$ cat config.mk
export PLATFORM = sky130hd
export DESIGN_NAME = quad_step_decoder_flat
export DESIGN_NICKNAME = d
export VERILOG_FILES = /design/src/rtl/quad_step_decoder_if.sv /design/src/rtl/quad_step_decoder.sv /design/src/flat_wrapper.sv
export SDC_FILE = /design/constraint.sdc
export NUM_CORES = 1
export LEC_CHECK = 0
export BUFFER_PORTS_ARGS = -buffer_cell sky130_fd_sc_hd__buf_2
export CAP_MARGIN = 15
export CORE_ASPECT_RATIO = 1.5
export CORE_MARGIN = 2
export CORE_UTILIZATION = 50
export DETAILED_ROUTE_END_ITERATION = 6
export PLACE_DENSITY = 0.71
export SYNTH_ARGS = -nofsm -noshare
export SYNTH_HDL_FRONTEND = slang
export SYNTH_SLANG_ARGS = --single-unit
export TNS_END_PERCENT = 1
$ cat constraint.sdc
create_clock -name clk -period 8.5 [get_ports clk]
set_input_delay 1.275 -clock clk [delete_from_list [all_inputs] [get_ports clk]]
set_output_delay 1.275 -clock clk [all_outputs]
set_load 0.01 [all_outputs]
$ cat src/rtl/quad_step_decoder_if.sv
// Pin/bus bundle for quad_step_decoder. QDEC_INDEX_EN adds the z_i index pin and idx_o pulse.
interface quad_step_decoder_if #(
    parameter int WIDTH = 16,
    parameter int ERR_W = 8
);
    logic             a_i;
    logic             b_i;
    logic             clr_i;
    logic             step_o;
    logic             dir_o;
    logic [WIDTH-1:0] position_o;
    logic             err_o;
    logic [ERR_W-1:0] err_cnt_o;
`ifdef QDEC_INDEX_EN
    logic             z_i;
    logic             idx_o;

    modport master (
        output a_i, b_i, clr_i, z_i,
        input  step_o, dir_o, position_o, err_o, err_cnt_o, idx_o
    );
    modport slave (
        input  a_i, b_i, clr_i, z_i,
        output step_o, dir_o, position_o, err_o, err_cnt_o, idx_o
    );
`else
    modport master (
        output a_i, b_i, clr_i,
        input  step_o, dir_o, position_o, err_o, err_cnt_o
    );
    modport slave (
        input  a_i, b_i, clr_i,
        output step_o, dir_o, position_o, err_o, err_cnt_o
    );
`endif
endinterface

$ cat src/rtl/quad_step_decoder.sv
// Quadrature decoder: sync + glitch filter per pin, step/dir decode, wrapping position, error count.
// Optional index (z) zeroing is enabled by defining QDEC_INDEX_EN.
module quad_step_decoder #(
    parameter int WIDTH       = 16,
    parameter int SYNC_STAGES = 2,
    parameter int FILT_LEN    = 4,
    parameter int ERR_W       = 8
) (
    input  logic                clk,
    input  logic                rst,
    quad_step_decoder_if.slave  bus
);

`ifdef QDEC_INDEX_EN
    localparam int NPIN = 3;
`else
    localparam int NPIN = 2;
`endif
    localparam int CNT_W  = (FILT_LEN > 1) ? $clog2(FILT_LEN) : 1;
    localparam int WARM   = SYNC_STAGES + FILT_LEN + 1;
    localparam int WARM_W = $clog2(WARM + 1);

    logic [NPIN-1:0] pin_raw;
    logic [NPIN-1:0] filt;

    assign pin_raw[0] = bus.b_i;
    assign pin_raw[1] = bus.a_i;
`ifdef QDEC_INDEX_EN
    assign pin_raw[2] = bus.z_i;
`endif

    genvar gi;
    generate
        for (gi = 0; gi < NPIN; gi++) begin : g_pin
            logic [SYNC_STAGES-1:0] sync_q, sync_d;
            logic [CNT_W-1:0]       cnt_q, cnt_d;
            logic                   filt_q, filt_d;
            logic                   synced;

            assign synced = sync_q[SYNC_STAGES-1];

            // Count consecutive samples disagreeing with the accepted value; any agreement restarts.
            always_comb begin
                sync_d = {sync_q[SYNC_STAGES-2:0], pin_raw[gi]};
                cnt_d  = cnt_q;
                filt_d = filt_q;
                if (synced == filt_q) begin
                    cnt_d = '0;
                end else if (cnt_q == CNT_W'(FILT_LEN - 1)) begin
                    filt_d = synced;
                    cnt_d  = '0;
                end else begin
                    cnt_d = cnt_q + CNT_W'(1);
                end
            end

            always_ff @(posedge clk or posedge rst) begin
                if (rst) begin
                    sync_q <= '0;
                    cnt_q  <= '0;
                    filt_q <= 1'b0;
                end else begin
                    sync_q <= sync_d;
                    cnt_q  <= cnt_d;
                    filt_q <= filt_d;
                end
            end

            assign filt[gi] = filt_q;
        end
    endgenerate

    logic [1:0]       ab_f;
    logic [1:0]       state_q, state_d;
    logic             init_q, init_d;
    logic [WARM_W-1:0] warm_q, warm_d;
    logic             step_q, step_d;
    logic             dir_q, dir_d;
    logic             err_q, err_d;
    logic [WIDTH-1:0] pos_q, pos_d;
    logic [ERR_W-1:0] errc_q, errc_d;
    logic             move_up, move_dn, illegal, idx_hit;

    assign ab_f = filt[1:0];

`ifdef QDEC_INDEX_EN
    logic zprev_q, zprev_d;
    logic idx_q, idx_d;

    assign idx_hit = !init_q && filt[2] && !zprev_q && (ab_f == 2'b00);
    assign zprev_d = filt[2];
    assign idx_d   = idx_hit;

    always_ff @(posedge clk or posedge rst) begin
        if (rst) begin
            zprev_q <= 1'b0;
            idx_q   <= 1'b0;
        end else begin
            zprev_q <= zprev_d;
            idx_q   <= idx_d;
        end
    end

    assign bus.idx_o = idx_q;
`else
    assign idx_hit = 1'b0;
`endif

    // Init holds off decoding until the sync/filter pipeline reflects the real pin levels.
    always_comb begin
        move_up = 1'b0;
        move_dn = 1'b0;
        if (!init_q) begin
            case ({state_q, ab_f})
                4'b00_10, 4'b10_11, 4'b11_01, 4'b01_00: move_up = 1'b1;
                4'b10_00, 4'b11_10, 4'b01_11, 4'b00_01: move_dn = 1'b1;
                default: ;
            endcase
        end
        illegal = !init_q && ((state_q ^ ab_f) == 2'b11);
    end

    always_comb begin
        state_d = ab_f;
        init_d  = init_q;
        warm_d  = warm_q;
        if (init_q) begin
            warm_d = warm_q + WARM_W'(1);
            if (warm_q == WARM_W'(WARM - 1)) init_d = 1'b0;
        end

        step_d = move_up | move_dn;
        err_d  = illegal;
        dir_d  = move_up ? 1'b1 : (move_dn ? 1'b0 : dir_q);

        pos_d = pos_q;
        if (bus.clr_i || idx_hit) pos_d = '0;
        else if (move_up)         pos_d = pos_q + WIDTH'(1);
        else if (move_dn)         pos_d = pos_q - WIDTH'(1);

        errc_d = errc_q;
        if (bus.clr_i)                      errc_d = '0;
        else if (illegal && (errc_q != '1)) errc_d = errc_q + ERR_W'(1);
    end

    always_ff @(posedge clk or posedge rst) begin
        if (rst) begin
            state_q <= 2'b00;
            init_q  <= 1'b1;
            warm_q  <= '0;
            step_q  <= 1'b0;
            dir_q   <= 1'b1;
            err_q   <= 1'b0;
            pos_q   <= '0;
            errc_q  <= '0;
        end else begin
            state_q <= state_d;
            init_q  <= init_d;
            warm_q  <= warm_d;
            step_q  <= step_d;
            dir_q   <= dir_d;
            err_q   <= err_d;
            pos_q   <= pos_d;
            errc_q  <= errc_d;
        end
    end

    assign bus.step_o     = step_q;
    assign bus.dir_o      = dir_q;
    assign bus.err_o      = err_q;
    assign bus.position_o = pos_q;
    assign bus.err_cnt_o  = errc_q;

endmodule
$ cat src/flat_wrapper.sv
// flat-port wrapper written by rule: the top's interface ports become plain ports
module quad_step_decoder_flat 
#(
    parameter int WIDTH       = 16,
    parameter int SYNC_STAGES = 2,
    parameter int FILT_LEN    = 4,
    parameter int ERR_W       = 8
)
  (clk, rst, bus_a_i, bus_b_i, bus_clr_i, bus_step_o, bus_dir_o, bus_position_o, bus_err_o, bus_err_cnt_o);
  quad_step_decoder_if #(.WIDTH(WIDTH), .ERR_W(ERR_W)) bus_i ();
  input  logic clk;
  input  logic rst;
  input wire logic [$bits(bus_i.a_i)-1:0] bus_a_i;
  input wire logic [$bits(bus_i.b_i)-1:0] bus_b_i;
  input wire logic [$bits(bus_i.clr_i)-1:0] bus_clr_i;
  output wire logic [$bits(bus_i.step_o)-1:0] bus_step_o;
  output wire logic [$bits(bus_i.dir_o)-1:0] bus_dir_o;
  output wire logic [$bits(bus_i.position_o)-1:0] bus_position_o;
  output wire logic [$bits(bus_i.err_o)-1:0] bus_err_o;
  output wire logic [$bits(bus_i.err_cnt_o)-1:0] bus_err_cnt_o;
  assign bus_i.a_i = bus_a_i;
  assign bus_i.b_i = bus_b_i;
  assign bus_i.clr_i = bus_clr_i;
  assign bus_step_o = bus_i.step_o;
  assign bus_dir_o = bus_i.dir_o;
  assign bus_position_o = bus_i.position_o;
  assign bus_err_o = bus_i.err_o;
  assign bus_err_cnt_o = bus_i.err_cnt_o;
  quad_step_decoder #(.WIDTH(WIDTH), .SYNC_STAGES(SYNC_STAGES), .FILT_LEN(FILT_LEN), .ERR_W(ERR_W)) u_core (.clk(clk), .rst(rst), .bus(bus_i));
endmodule
==> results of run 1 <==
-- kinds of logic (layout without fill, tap and decap cells) --
| group | count (synthesis) | count (layout) |
|---|---|---|
| flip-flops | 43 | 43 |
| multiplexers | 5 | 5 |
| adder cells (fa/ha/maj) | 22 | 22 |
| AO/OA/AOI/OAI | 61 | 61 |
| AND/OR/NAND/NOR | 83 | 83 |
| buffers and inverters | 17 | 49 |
| XOR/XNOR | 26 | 26 |
-- per-layer routing --
metal	share of wire (%)	track usage (%)	vias up
met5	0	0	-
met4	2.1	7.09	0
met3	3.3	4.15	12
met2	52	34.8	44
met1	43	24.2	942
li1	-	-	972
-- stage by stage --
stage	instances	cell area [µm²]	hold slack, ns	util, %
final	355	2820	0.355	58.7
after global routing	355	2820	0.358	58.7
after CTS	355	2820	0.356	58.7
after detailed placement	347	2700	0.336	56.1
after global placement	347	2700	0.333	56.1
after floorplan	257	2490	0.331	-
-- flip-flops by register name (all words and copies together), names as in the netlist --
register and count:
u_core.state_q 2, u_core.bus.err_cnt_o 8, u_core.bus.dir_o 1, u_core.warm_q 3, u_core.bus.position_o 16, u_core.g_pin.cnt_q 4
u_core.g_pin.sync_q 4, u_core.g_pin.filt_q 2, u_core.bus.step_o 1, u_core.init_q 1, u_core.bus.err_o 1
-- critical path, stage by stage, from the launching register on --
cell and delay [ns]:
dfrtp_1 0.45, xnor2_1 0.27, nor3_1 0.07, inv_1 0.49, ha_1 0.38, a211oi_1 0.30
o21a_1 0.21, o21ai_0 0.16, a311oi_1 0.39, xnor2_1 0.12, a22o_1 0.21
-- area by class of cell --
cell class	instances	share of cell area, %
Clock buffer	6	2.93
Inverter	9	1.20
Tap cell	66	2.93
Multi-Input combinational cell	197	47.6
Sequential cell	43	38.2
Timing Repair Buffer	32	5.76
Clock inverter	2	1.37
-- cell usage after synthesis, drive strengths merged (2+ instances only) --
cell    count  area share [%]
or3         3            0.96
xnor2      17             6.0
xor2        9             3.2
mux2        2            0.91
nand2      27             4.1
ha         21              11
a21oi      21             4.2
nor3        5             1.0
clkbuf      6            0.91
o211ai      3            0.91
nand4       4             1.0
mux2i       3             1.2
a21o        2            0.60
a31oi       2            0.75
dfrtp      41              41
a22o        4             1.4
a311oi      2            0.70
o21ai      13             2.6
and3        3            0.75
nor2b       4             1.0
a211oi      6             1.8
buf         2            0.40
inv         9             1.4
dfstp       2             2.1
nor2       25             3.8
nand3       4            0.80
-- final timing paths --
check | to | slack, ns | depth (start not counted)
max | u_core.bus.position_o[11] | 5.35 | 10
min | u_core.g_pin[1].sync_q[1] | 0.36 | 0
max reg2reg | u_core.bus.position_o[11] | 5.35 | 10
min reg2reg | u_core.g_pin[1].sync_q[1] | 0.36 | 0
max in group asynchronous | u_core.bus.dir_o | 7.04 | 3
min in group asynchronous | u_core.bus.position_o[8] | 1.09 | 3
==> metrics, run 1 <==
Post-synth ARST share between 90% and 100%; global-route wire length before repair about 9000 µm; Most used DFF post-synth dfrtp_1; RD Place Congestion around 1.0; 1st-iter DRT viols between 80 and 90; DR pass1 iterations 4; port buffer count 31; starting density of the core roughly half; CTS buffer count 5; post-synthesis cell type count 45; most common cell after layout, fill and taps aside dfrtp_1; FP Rows 31; Setup CP Type reg2reg; CTS tree built; clk slew on worst S/H paths 0.08 ns; Clk Latency, worst-skew pair about 0.30 ns; f_max around 0.32 GHz; Synth Area in Simple Gates ~16%; die width ~62 µm; Post-synth EDFFs 0; status completed; final setup margin ~5.4 ns; Gate Count Post-Synth around 260; Total Wirelength about 5000 µm; Seq cells post-synth 43; Nets 315; RSZ-0062 raised after global routing no; gr ovfl total 0; total track usage about a fifth; post-layout min period between 3 and 4 ns; H-tree depth 2; setup_tns 0 ns; postcts setup bufs 0; sequential area share after synthesis between 40 and 50%; Fin. Hold Viols 0; layout cells sized above 1 16.3%; maximum fanout along the worst path 19; n_diodes 0; period utilization between 30% and 40%; Slew Viols, Final 0; vias post-DR about 2,000; Final HPWL DP 3610 µm; core footprint slightly below 5000 µm²; largest net degree at the start of global routing 44; number of global-route vias before repair between 1,500 and 2,000; RR Startpoint u_core.g_pin[1].filt_q; Filler cells between 400 and 500; mapped cell area between 2000 and 2500 µm²; Synth Area in Compound Gates around 16%; CP arrival 3.34 ns; Die ar. between 5000 and 6000 µm²; main combinational cell family by area after synthesis compound AO/OA/AOI/OAI gates; WP data required between 8 and 9 ns; routed len/inst 14.0 µm; MaxCap Viol Count 0; clk sinks 43; worst-margin pin slew ~0.65 ns; area delta synth->final 13.4%; DRC Markers 0; HP Start u_core.g_pin[1].sync_q[0]; CP endpoint kind flip-flop; Synth Area in Adders around 11%; Net Count, Synth ~280; die height between 90 and 100 µm; Max Buffers Root-to-Sink 2; Hold Buf Count CTS 0; ANT nets after route 0; multi-input logic area roughly 1300 µm²; Root Buffer clkbuf_8; mux cell area share after synthesis under 10%; I/O pin cnt 32; commonest cells after routing, fill and taps aside dfrtp_1, buf_2, nand2_1; max_slew headroom roughly 56%; Via density about 5.5; FF+latch area 1080 µm²; initial antenna violation count 0; post-synthesis average cell area slightly below 10 µm²; Startpoint Class flip-flop; Worst Setup SP u_core.g_pin[1].filt_q; Yosys warnings 0; clk_skew between 0.003 and 0.004 ns; HP Class reg2reg; Setup violations, final 0; xor and xnor area share after synthesis under 10%; post-CTS sizing 0; pre-CTS setup slack ~5.4 ns
Power of run 1 is left out: the tool's default activity adds up to more than one toggle a clock period on the data nets, which glitch-free logic cannot reach.
==> inputs of run 2 (changes only) <==
--- a/config.mk
+++ b/config.mk
@@ -11,7 +11,7 @@
 export CORE_MARGIN = 2
 export CORE_UTILIZATION = 50
 export DETAILED_ROUTE_END_ITERATION = 6
-export PLACE_DENSITY = 0.71
+export PLACE_DENSITY = 0.73
 export SYNTH_ARGS = -nofsm -noshare
 export SYNTH_HDL_FRONTEND = slang
 export SYNTH_SLANG_ARGS = --single-unit
==> constraint.sdc (replaced) <==
create_clock -name clk -period 2.53 [get_ports clk]
set_input_delay 0.3795 -clock clk [delete_from_list [all_inputs] [get_ports clk]]
set_output_delay 0.3795 -clock clk [all_outputs]
set_load 0.01 [all_outputs]
==> metrics, run 2 (synthesized netlist as in run 1, its figures left out) <==
area delta synth->final 44.3%; worst-margin pin slew ~0.5 ns; post-layout min period approximately 2.9 ns; ANT nets after route 0; Root Buffer clkbuf_8; WP data required 2.71 ns; vias post-DR 2,344; status finished, violations left; f_max roughly 0.34 GHz; DP Area a little over 3000 µm²; Buf/Inv on CP 2; initial antenna violation count 0; DR top layer met4; port buffer count 31; gr ovfl total 0; global-route wire length before repair approximately 11,000 µm; period utilization 115%; Worst path top cell family by delay compound AO/OA/AOI/OAI gates; RSZ-0062 raised after global routing yes; Max Buffers Root-to-Sink 2; Final HPWL DP approximately 4200 µm; met3 wire len about 280 µm; CP arrival slightly above 3 ns; highest cell delay on the worst timing path between 0.4 and 0.5 ns; Filler cells roughly 330; starting density of the core approximately half; H-tree depth 2; Worst path slowest cell dfrtp_1; most common cell after layout, fill and taps aside buf_4; Total Wirelength roughly 7200 µm; final setup margin -0.380 ns; clk slew on worst S/H paths about 0.090 ns; commonest cells after routing, fill and taps aside buf_4, dfrtp_1, buf_2; Setup violations, final 11; Via density about 5.7; I/O pin cnt 32; clk sinks 43; maximum fanout along the worst path 8; met1 wire length 2590 µm; CP endpoint kind flip-flop; max reg flops 16; Die ar. ~5600 µm²; die height roughly 90 µm; HP Class in2reg; MaxCap Viol Count 0; die width between 60 and 70 µm; cell breakdown of the critical path xor2_2 -> nor3_2 -> buf_4 -> inv_4 -> ha_1 -> o211ai_1 -> a2111oi_4 -> nand2_1 -> and4_1 -> o21ai_1 -> o31ai_1; setup_tns -2.21 ns; n_diodes 0; DR pass1 iterations 4; end-of-flow core utilization between 70% and 80%; Nets 370; Final Cell Area approximately 3600 µm²; Fin. Hold Viols 0; total track usage between 20% and 30%; CTS buffer count 5; Slew Viols, Final 0; DRC Markers 0; number of global-route vias before repair approximately 2,500; failing checks setup timing; metal2 WL around 4000 µm; RD Place Congestion roughly 0.92; CTS tree built; Setup CP Type reg2reg; clk_skew 0.00547 ns; final std cells w/o fill between 400 and 500; FP Rows 31; 1st-iter DRT viols 105; largest net degree at the start of global routing 24; layout cells sized above 1 42.2%; core footprint just under 5000 µm²; placed cells 389; max_slew headroom ~66%; Startpoint Class flip-flop; Clk Latency, worst-skew pair roughly 0.30 ns; routed len/inst between 15 and 20 µm
## run 2: metrics by stage
stage               worst slack, ns  hold slack, ns
global placement             -0.210           0.269
floorplan                   -0.0251           0.331
CTS                         -0.0973           0.174
finish                       -0.380           0.176
detailed placement           -0.222           0.271
global route                 -0.459           0.172
## run 2: layout make-up
type | count | area (µm²) | share of cell area [%]
multi-input combinational | 197 | 1670 | 46.4
sequential | 43 | 1080 | 30.0
timing repair buffer | 86 | 606 | 16.9
tap | 66 | 82.6 | 2.30
clock buffer | 5 | 68.8 | 1.92
clock inverter | 3 | 43.8 | 1.22
inverter | 9 | 36.3 | 1.01
timing repair inverter | 1 | 7.51 | 0.209
## run 2: repair_timing
action,4_1_cts,5_1_grt
hold buffers,1,0
hold endpoints to repair,5,0
pin swaps,21,10
endpoints found under the setup margin,7,11
setup buffers,10,2
gates resized for setup,48,21
cloned,1,0
## run 2: per-layer routing
layer / track usage [%] / up-vias
met5: 0 / -
met2: 45.7 / 78
met4: 13.3 / 0
li1: - / 1084
met1: 28.2 / 1153
met3: 3.44 / 29
## run 2: worst paths after layout
| check | start | end | slack, ns | cells past startpoint |
|---|---|---|---|---|
| worst max-delay path | u_core.state_q[1] | u_core.bus.position_o[15] | -0.38 | 11 |
| worst min-delay path | bus_a_i | u_core.g_pin[1].sync_q[0] | 0.18 | 1 |
| worst max register to register | u_core.state_q[1] | u_core.bus.position_o[15] | -0.38 | 11 |
| worst min register to register | u_core.g_pin[0].sync_q[0] | u_core.g_pin[0].sync_q[1] | 0.35 | 0 |
| max in group asynchronous | rst | u_core.bus.dir_o | 1.48 | 4 |
| min in group asynchronous | rst | u_core.state_q[1] | 0.49 | 3 |
Power of run 2 is left out for the same reason.
==> inputs of run 3 (changes only) <==
--- a/config.mk
+++ b/config.mk
@@ -9,9 +9,9 @@
 export CAP_MARGIN = 15
 export CORE_ASPECT_RATIO = 1.5
 export CORE_MARGIN = 2
-export CORE_UTILIZATION = 50
+export CORE_UTILIZATION = 52
 export DETAILED_ROUTE_END_ITERATION = 6
-export PLACE_DENSITY = 0.73
+export PLACE_DENSITY = 0.76
 export SYNTH_ARGS = -nofsm -noshare
 export SYNTH_HDL_FRONTEND = slang
 export SYNTH_SLANG_ARGS = --single-unit
==> metrics, run 3 (synthesized netlist as in run 1, its figures left out) <==
Nets 362; port buffer count 31; HP Class in2async; WP data required between 2 and 3 ns; Clk Latency, worst-skew pair about 0.30 ns; status finished, violations left; die width 60.5 µm; CTS buffer count 5; max reg flops 16; maximum fanout along the worst path 4; Slew Viols, Final 0; post-layout min period 2.80 ns; FP Rows 30; CTS tree built; Via density between 5 and 6; RSZ-0062 raised after global routing yes; Setup CP Type reg2reg; gr ovfl total 0; n_diodes 0; I/O pin cnt 32; DP Area between 3000 and 4000 µm²; crit-path most repeated cell o21ai_2; grt peak-use layer met2; MaxCap Viol Count 0; largest net degree at the start of global routing 44; clk slew on worst S/H paths 0.09 ns; final setup margin -0.268 ns; area delta synth->final 35.9%; layout cells sized above 1 between 30% and 40%; Final HPWL DP ~4200 µm; RD Place Congestion roughly 0.91; Fin. Hold Viols 0; highest cell delay on the worst timing path roughly 0.42 ns; final std cells w/o fill 400; placed cells roughly 390; clk_skew around 0.0078 ns; commonest cells after routing, fill and taps aside buf_4, dfrtp_1, buf_2; f_max between 0.3 and 0.4 GHz; Total Wirelength roughly 6500 µm; Startpoint Class flip-flop; Worst path slowest cell or4_4; routed len/inst 16.2 µm; initial antenna violation count 0; grt met2 use 47.7%; failing checks setup timing; worst-margin pin slew between 0.4 and 0.5 ns; cell breakdown of the critical path xor2_1 -> nor3_2 -> clkinvlp_2 -> buf_6 -> ha_4 -> o21ai_2 -> o21a_1 -> or4_4 -> o21ai_2 -> mux2i_1 -> o2bb2ai_1; vias post-DR roughly 2,300; max_slew headroom about two thirds; grt met3 use between 4 and 5%; global-route wire length before repair between 10,000 and 15,000 µm; period utilization 111%; H-tree depth 2; CP arrival roughly 3.0 ns; Die ar. between 5000 and 6000 µm²; 1st-iter DRT viols 137; DR pass1 iterations 4; DRC Markers 0; CP endpoint kind flip-flop; Setup violations, final 9; number of global-route vias before repair around 2,300; starting density of the core 54.3%; ANT nets after route 0; Max Buffers Root-to-Sink 2; clk sinks 43; most common cell after layout, fill and taps aside buf_4; GR Util met1 28.3%; Final Cell Area 3380 µm²; core footprint 4580 µm²; Root Buffer clkbuf_8; die height a little under 90 µm; total track usage about a quarter
==> run 3: layout make-up <==
cell class | instances | area (µm²)
clock buffers | 5 | 68.8
clock inverters | 3 | 43.8
fillers | 318 | 1200
inverters | 9 | 33.8
multi-input cells | 197 | 1540
flip-flops and latches | 43 | 1080
well taps | 64 | 80.1
repair buffers | 78 | 528
repair inverters | 1 | 5.00
==> run 3: path summary, 6_finish.rpt <==
path                                                 from                        end  slack (ns)  depth (start not counted)
worst max-delay path                    u_core.state_q[1]  u_core.bus.position_o[13]       -0.27                         11
worst min-delay path                                  rst           u_core.warm_q[1]        0.09                          3
worst max register to register          u_core.state_q[1]  u_core.bus.position_o[13]       -0.27                         11
worst min register to register  u_core.g_pin[1].sync_q[0]  u_core.g_pin[1].sync_q[1]        0.36                          0
max in group asynchronous                             rst           u_core.bus.dir_o        2.18                          3
min in group clk                                  bus_b_i  u_core.g_pin[0].sync_q[0]        0.18                          1
==> run 3: what timing repair did <==
| action | in CTS | in global routing |
|---|---|---|
| hold buffers | 0 | 0 |
| gates cloned | 1 | 0 |
| pin swaps | 13 | 6 |
| endpoints found under the setup margin | 8 | 11 |
| resized for setup | 28 | 12 |
| setup buffers | 4 | 0 |
==> run 3: per-layer routing <==
layer / wire [µm] / vias to the layer above / share of wire (%)
met2: 3550 / 78 / 55
met1: 2470 / 1093 / 38
met4: 230 / 0 / 3.6
met5: 0 / - / 0
met3: 221 / 22 / 3.4
li1: - / 1066 / -
==> run 3: stage by stage <==
step / hold WS (ns) / worst slack [ns] / util (%) / TNS [ns]
6_report: 0.0935 / -0.268 / 73.8 / -1.80
5_1_grt: 0.117 / -0.395 / 73.8 / -2.79
4_1_cts: 0.102 / -0.153 / 72.6 / -1.10
3_5_place_dp: 0.339 / -0.297 / 66.3 / -1.15
3_3_place_gp: 0.334 / -0.176 / 66.3 / -0.630
2_1_floorplan: 0.331 / -0.0251 / - / -0.0549
==> run 3: worst max-delay path: cells and delay by family, from the launching register on <==
kind / cells / cell delay (ns)
simple gates: 2 / 0.71
buf+inv: 2 / 0.43
flops: 1 / 0.40
fa+ha+maj: 1 / 0.30
xor+xnor: 1 / 0.18
mux: 1 / 0.21
compound gates: 4 / 0.49
Power of run 3 is left out for the same reason.
